File: src/rtl/pipeline_ctrl.sv
// rtl/pipeline_ctrl.sv - RV32I hazard/flow controller: stalls, flushes, forwarding selects, memory wait watchdog
module pipeline_ctrl #(
    parameter int MEM_TIMEOUT = 255,
    parameter int CNT_W       = 32
) (
    input  logic             clk_i,
    input  logic             rst_i,
    input  logic             id_valid_i,
    input  logic [4:0]       id_rs1_addr_i,
    input  logic [4:0]       id_rs2_addr_i,
    input  logic             id_uses_rs1_i,
    input  logic             id_uses_rs2_i,
    input  logic             ex_valid_i,
    input  logic [4:0]       ex_rd_addr_i,
    input  logic             ex_rf_wr_enable_i,
    input  logic             ex_is_load_i,
    input  logic             pc_select_src_i,
    input  logic             mem_valid_i,
    input  logic [4:0]       mem_rd_addr_i,
    input  logic             mem_rf_wr_enable_i,
    input  logic             mem_req_i,
    input  logic             mem_ack_i,
    output logic             stall_if_o,
    output logic             stall_id_o,
    output logic             stall_ex_o,
    output logic             stall_mem_o,
    output logic             flush_id_o,
    output logic             flush_ex_o,
    output logic             flush_wb_o,
    output logic [1:0]       fwd_rs1_sel_o,
    output logic [1:0]       fwd_rs2_sel_o,
    output logic             mem_timeout_o,
    output logic [CNT_W-1:0] stall_cnt_o,
    output logic [CNT_W-1:0] flush_cnt_o
);

    localparam int WC_W = $clog2(MEM_TIMEOUT + 1);

    typedef enum logic {
        RUN      = 1'b0,
        MEM_WAIT = 1'b1
    } state_t;

    state_t            state_q, state_d;
    logic [WC_W-1:0]   wait_cnt_q, wait_cnt_d;
    logic              timeout_q, timeout_d;
    logic [CNT_W-1:0]  stall_cnt_q, stall_cnt_d;
    logic [CNT_W-1:0]  flush_cnt_q, flush_cnt_d;
    logic [1:0]        rs1_sel_q, rs1_sel_d;
    logic [1:0]        rs2_sel_q, rs2_sel_d;

    logic mem_stall;
    logic ctrl_flush;
    logic lu;
    logic lu_rs1_hit;
    logic lu_rs2_hit;
    logic [1:0] rs1_fwd;
    logic [1:0] rs2_fwd;

    assign mem_stall  = mem_req_i & ~mem_ack_i;
    assign ctrl_flush = pc_select_src_i & ex_valid_i & ~mem_stall;

    assign lu_rs1_hit = id_uses_rs1_i & (id_rs1_addr_i == ex_rd_addr_i);
    assign lu_rs2_hit = id_uses_rs2_i & (id_rs2_addr_i == ex_rd_addr_i);
    assign lu = ex_valid_i & ex_is_load_i & ex_rf_wr_enable_i & (ex_rd_addr_i != 5'd0)
              & id_valid_i & (lu_rs1_hit | lu_rs2_hit) & ~mem_stall & ~ctrl_flush;

    // The EX producer moves to MEM as the consumer enters EX, so an EX hit selects EX/MEM.
    always_comb begin
        rs1_fwd = 2'd0;
        rs2_fwd = 2'd0;
        if (id_uses_rs1_i && id_rs1_addr_i != 5'd0) begin
            if (ex_valid_i && ex_rf_wr_enable_i && ex_rd_addr_i == id_rs1_addr_i)
                rs1_fwd = 2'd1;
            else if (mem_valid_i && mem_rf_wr_enable_i && mem_rd_addr_i == id_rs1_addr_i)
                rs1_fwd = 2'd2;
        end
        if (id_uses_rs2_i && id_rs2_addr_i != 5'd0) begin
            if (ex_valid_i && ex_rf_wr_enable_i && ex_rd_addr_i == id_rs2_addr_i)
                rs2_fwd = 2'd1;
            else if (mem_valid_i && mem_rf_wr_enable_i && mem_rd_addr_i == id_rs2_addr_i)
                rs2_fwd = 2'd2;
        end
    end

    always_comb begin
        stall_if_o  = 1'b0;
        stall_id_o  = 1'b0;
        stall_ex_o  = 1'b0;
        stall_mem_o = 1'b0;
        flush_id_o  = 1'b0;
        flush_ex_o  = 1'b0;
        flush_wb_o  = 1'b0;
        if (rst_i) begin
            flush_id_o = 1'b1;
            flush_ex_o = 1'b1;
            flush_wb_o = 1'b1;
        end else if (mem_stall) begin
            stall_if_o  = 1'b1;
            stall_id_o  = 1'b1;
            stall_ex_o  = 1'b1;
            stall_mem_o = 1'b1;
            flush_wb_o  = 1'b1;
        end else if (ctrl_flush) begin
            flush_id_o = 1'b1;
            flush_ex_o = 1'b1;
        end else if (lu) begin
            stall_if_o = 1'b1;
            stall_id_o = 1'b1;
            flush_ex_o = 1'b1;
        end
    end

    always_comb begin
        state_d     = state_q;
        wait_cnt_d  = wait_cnt_q;
        timeout_d   = timeout_q;
        stall_cnt_d = stall_cnt_q;
        flush_cnt_d = flush_cnt_q;
        rs1_sel_d   = rs1_sel_q;
        rs2_sel_d   = rs2_sel_q;

        case (state_q)
            RUN:      if (mem_stall) state_d = MEM_WAIT;
            MEM_WAIT: if (mem_ack_i) state_d = RUN;
            default:  state_d = RUN;
        endcase

        // Counts every cycle that ends in MEM_WAIT, including the entry cycle; saturates.
        if (state_d == MEM_WAIT) begin
            if (wait_cnt_q >= WC_W'(MEM_TIMEOUT - 1))
                timeout_d = 1'b1;
            if (wait_cnt_q != WC_W'(MEM_TIMEOUT))
                wait_cnt_d = wait_cnt_q + WC_W'(1);
        end else begin
            wait_cnt_d = '0;
        end

        if (stall_if_o) stall_cnt_d = stall_cnt_q + CNT_W'(1);
        if (ctrl_flush) flush_cnt_d = flush_cnt_q + CNT_W'(1);

        if (flush_ex_o) begin
            rs1_sel_d = 2'd0;
            rs2_sel_d = 2'd0;
        end else if (!stall_ex_o && !stall_id_o) begin
            rs1_sel_d = rs1_fwd;
            rs2_sel_d = rs2_fwd;
        end
    end

    always_ff @(posedge clk_i) begin
        if (rst_i) begin
            state_q     <= RUN;
            wait_cnt_q  <= '0;
            timeout_q   <= 1'b0;
            stall_cnt_q <= '0;
            flush_cnt_q <= '0;
            rs1_sel_q   <= 2'd0;
            rs2_sel_q   <= 2'd0;
        end else begin
            state_q     <= state_d;
            wait_cnt_q  <= wait_cnt_d;
            timeout_q   <= timeout_d;
            stall_cnt_q <= stall_cnt_d;
            flush_cnt_q <= flush_cnt_d;
            rs1_sel_q   <= rs1_sel_d;
            rs2_sel_q   <= rs2_sel_d;
        end
    end

    assign fwd_rs1_sel_o = rs1_sel_q;
    assign fwd_rs2_sel_o = rs2_sel_q;
    assign mem_timeout_o = timeout_q;
    assign stall_cnt_o   = stall_cnt_q;
    assign flush_cnt_o   = flush_cnt_q;

endmodule
File: config.mk
export PLATFORM = sky130hd
export DESIGN_NAME = pipeline_ctrl
export DESIGN_NICKNAME = d
export VERILOG_FILES = /design/src/rtl/pipeline_ctrl.sv
export SDC_FILE = /design/constraint.sdc
export NUM_CORES = 1
export LEC_CHECK = 0
export ABC_AREA = 1
export ABC_CLOCK_PERIOD_IN_PS = 2300
export CELL_PAD_IN_SITES_DETAIL_PLACEMENT = 0
export CELL_PAD_IN_SITES_GLOBAL_PLACEMENT = 1
export CORE_ASPECT_RATIO = 1.5
export CORE_UTILIZATION = 30
export DETAILED_ROUTE_END_ITERATION = 10
export GPL_ROUTABILITY_DRIVEN = 0
export PLACE_DENSITY = 0.71
export SLEW_MARGIN = 40
export SYNTH_ARGS = -nofsm -noshare
export SYNTH_HDL_FRONTEND = slang
export SYNTH_SLANG_ARGS = --single-unit
File: constraint.sdc
create_clock -name clk_i -period 2.3 [get_ports clk_i]
set_input_delay 0.345 -clock clk_i [delete_from_list [all_inputs] [get_ports clk_i]]
set_output_delay 0.345 -clock clk_i [all_outputs]
set_load 0.01 [all_outputs]
==> results.yml <==
clocking:
  cts_buffer_depth: 2
  cts_buffers: 9
  clock-sinks: 78
  root_buffer: "clkbuf_16"
  clkTransAtPathRegs_ns: 0.06
  postCtsSetupRepairBufs: 0
  cts_tree: "built"
  ctsHoldBuffers: 0
  htreeDepth: 3
  clock_latency_ns: 0.34
timing:
  grt_setup_unrepaired: "no"
  final-hold-violation-count: 0
  max_freq_mhz: 454
  slew_violations: 0
  period_needed_ns: 2.20
  fin_crit_sh_pct: 95.7
  worst_pin_slew_ns: 0.570
  slew_headroom_pct: 62.0
  fin_skew_ns: 0.00587
  setup_viol: 0
synth:
  ys_types: 36
  syn_area_per_cell_um2: 6.53
  postSynthCellCount: 726
  netlist_area_um2: 4740
  synth_area_leaders: "dfxtp_1, nand2_1, nor2_1, nand3_1, inv_1"
  yosysTopAreaCell: "dfxtp_1"
  synth-seq-cells: 78
  synth_warnings: 0
  yosysSeqAreaShare_pct: 32.9
  synth_nets: 763
  synth_top_area_share_pct: 32.9
global_route:
  antenna_found_initial: 1
  grt_pass1_vias: 5194
  grt_overflow_total: 0
  track_usage_pct: 19.4
  grt_pass1_wl_um: 24800
  grt_max_degree: 50
drt:
  antenna_left: 0
  wl_per_cell_um: 14.3
  dr_total_vias: 5128
  initialDrtViolationCount: 163
  routed_via_density: 4.82
  drc: 0
  totalWireLength_um: 15200
  dr.pass1.iters: 5
final_layout:
  syn_to_final_growth_pct: 37.9
  final_common_cell: "nand2_1"
  stdcell_count: 1065
  drive_gt1_share_pct: 8.90
  final_util_pct: 42.8
  nNetsFinal: 897
  layout_common_cells: "nand2_1, clkdlybuf4s50_1, nor2_1"
floorplanning:
  initial_core_util_pct: 31.0
  rows: 55
  die_h_um: 156
  io_pins: 109
  core-area_um2: 15300
  die-area_um2: 16300
  die_width_um: 105
power:
  p_leak_nw: 2.50
  power_mw: 3.23
  vdd_ir_drop_max_v: 0.000276
  p_per_area_nw_per_um2: 494
critical_path:
  crit_required_ns: 1.96
  r2r-end: "stall_cnt_o[25]"
  critPathSlowestCell: "clkdlybuf4s50_1"
  crit_fanout: 3
  reg2reg_depth: 8
  crit_path_end_kind: "output port"
  worstSetupPathType: "in -> out"
  critPathArrivalTime_ns: 1.86
  start_kind: "primary input"
  crit_family: "buffers and inverters"
  path_cells: "clkdlybuf4s50_1, nand2_2, buf_4, nor2_1, buf_4, clkdlybuf4s50_1"
  cp_slowest_stage_delay_ns: 0.53
  crit_buf_inv: 4
  r2r-start: "stall_cnt_o[0]"
  r2r_setup_slack_ns: 0.46
hold_path:
  hold_start: "rst_i"
  min_to: "state_q"
  hold_path_depth: 2
  hold_path.class: "in -> reg"
placed_design:
  placedCellCount: 1048
  dpl.hpwl_um: 11900
  port_buffers: 108
status:
  status: "complete, no violations"
flow_run:
  cap_violations: 0
[sequential cells by signal (all words and copies together) (netlist names)]
name           cells
wait_cnt_q         8
state_q            1
fwd_rs2_sel_o      2
stall_cnt_o       32
mem_timeout_o      1
flush_cnt_o       32
fwd_rs1_sel_o      2
[stage by stage]
stage | setup slack (ns) | TNS (ns) | cell area [um2] | hold WS [ns]
finish | 0.0983 | 0 | 6540 | 0.328
global route | 0.0107 | 0 | 6540 | 0.350
CTS | 0.00164 | 0 | 6530 | 0.291
detailed placement | -0.331 | -1.80 | 6210 | 0.474
global placement | -0.235 | -0.881 | 6210 | 0.459
floorplan | 0.626 | 0 | 4740 | 0.462
[worst max path at each step]
| stage | startpoint | to | slack (ns) | cells after the start |
|---|---|---|---|---|
| 2_1_floorplan | rst_i | stall_if_o | 0.63 | 6 |
| 3_3_place_gp | ex_rd_addr_i[0] | flush_ex_o | -0.24 | 12 |
| 3_5_place_dp | ex_rd_addr_i[0] | flush_ex_o | -0.33 | 12 |
| 4_1_cts | ex_valid_i | flush_id_o | 0.002 | 9 |
| 5_1_grt | mem_ack_i | stall_ex_o | 0.01 | 7 |
| 6_report | mem_req_i | stall_ex_o | 0.1 | 6 |
[logic make-up after synthesis]
kind of cell	count (synthesis)	synth area share, %
XOR/XNOR	49	9.05
AO/OA/AOI/OAI	80	8.92
adder cells (fa/ha/maj)	4	1.06
AND/OR/NAND/NOR	413	39.1
flip-flops	78	32.9
buffers and inverters	102	8.97
[cells in the mapped netlist, drive strengths merged]
cell and n:
xor2 31, nand3 66, nor3b 3, nor4 1
o21a 2, nand3b 5, nand2 187, o22ai 1
buf 13, dfxtp 78, ha 4, a21oi 49
xnor2 18, a31oi 4, clkbuf 6, and3 1
o21ai 20, nand4 14, o41ai 1, nor2 96
inv 83, nor3 39, or2 1, a211oi 3
[layout make-up]
| type | count | area, um2 |
|---|---|---|
| fillers | 1649 | 8740 |
| multi-input cells | 546 | 2770 |
| flip-flops and latches | 78 | 1560 |
| repair buffers | 142 | 1330 |
| inverters | 83 | 312 |
| well taps | 199 | 249 |
| clock buffers | 11 | 243 |
| clock inverters | 5 | 81.3 |
| diodes | 1 | 2.50 |
[worst reg2reg max path, stage by stage (launching register included)]
cell     delay (ns)
dfxtp_1        0.38
inv_1          0.12
nor3_4         0.27
nand2_1        0.22
nor2_1         0.29
nand2_1        0.14
xnor2_1        0.15
nand2_1        0.07
a21oi_1        0.12
[per-layer routing]
layer | routed length, um | track usage [%]
met1 | 5660 | 18.6
met2 | 8170 | 38.2
met3 | 669 | 3.80
met4 | 722 | 11.2
met5 | 0 | 0
[where the power goes]
part,switching [mW],leakage (nW),internal [mW]
Sequential,0.00803,0.629,1.36
Combinational,0.152,1.71,0.140
Clock,0.587,0.156,0.983
Total,0.747,2.50,2.48
[what timing repair did]
action	4_1_cts	5_1_grt
resized for setup	5	6
endpoints found under the hold margin	0	0
endpoints found under the setup margin	3	4
Note: power is estimated with default switching activity, not from simulation.
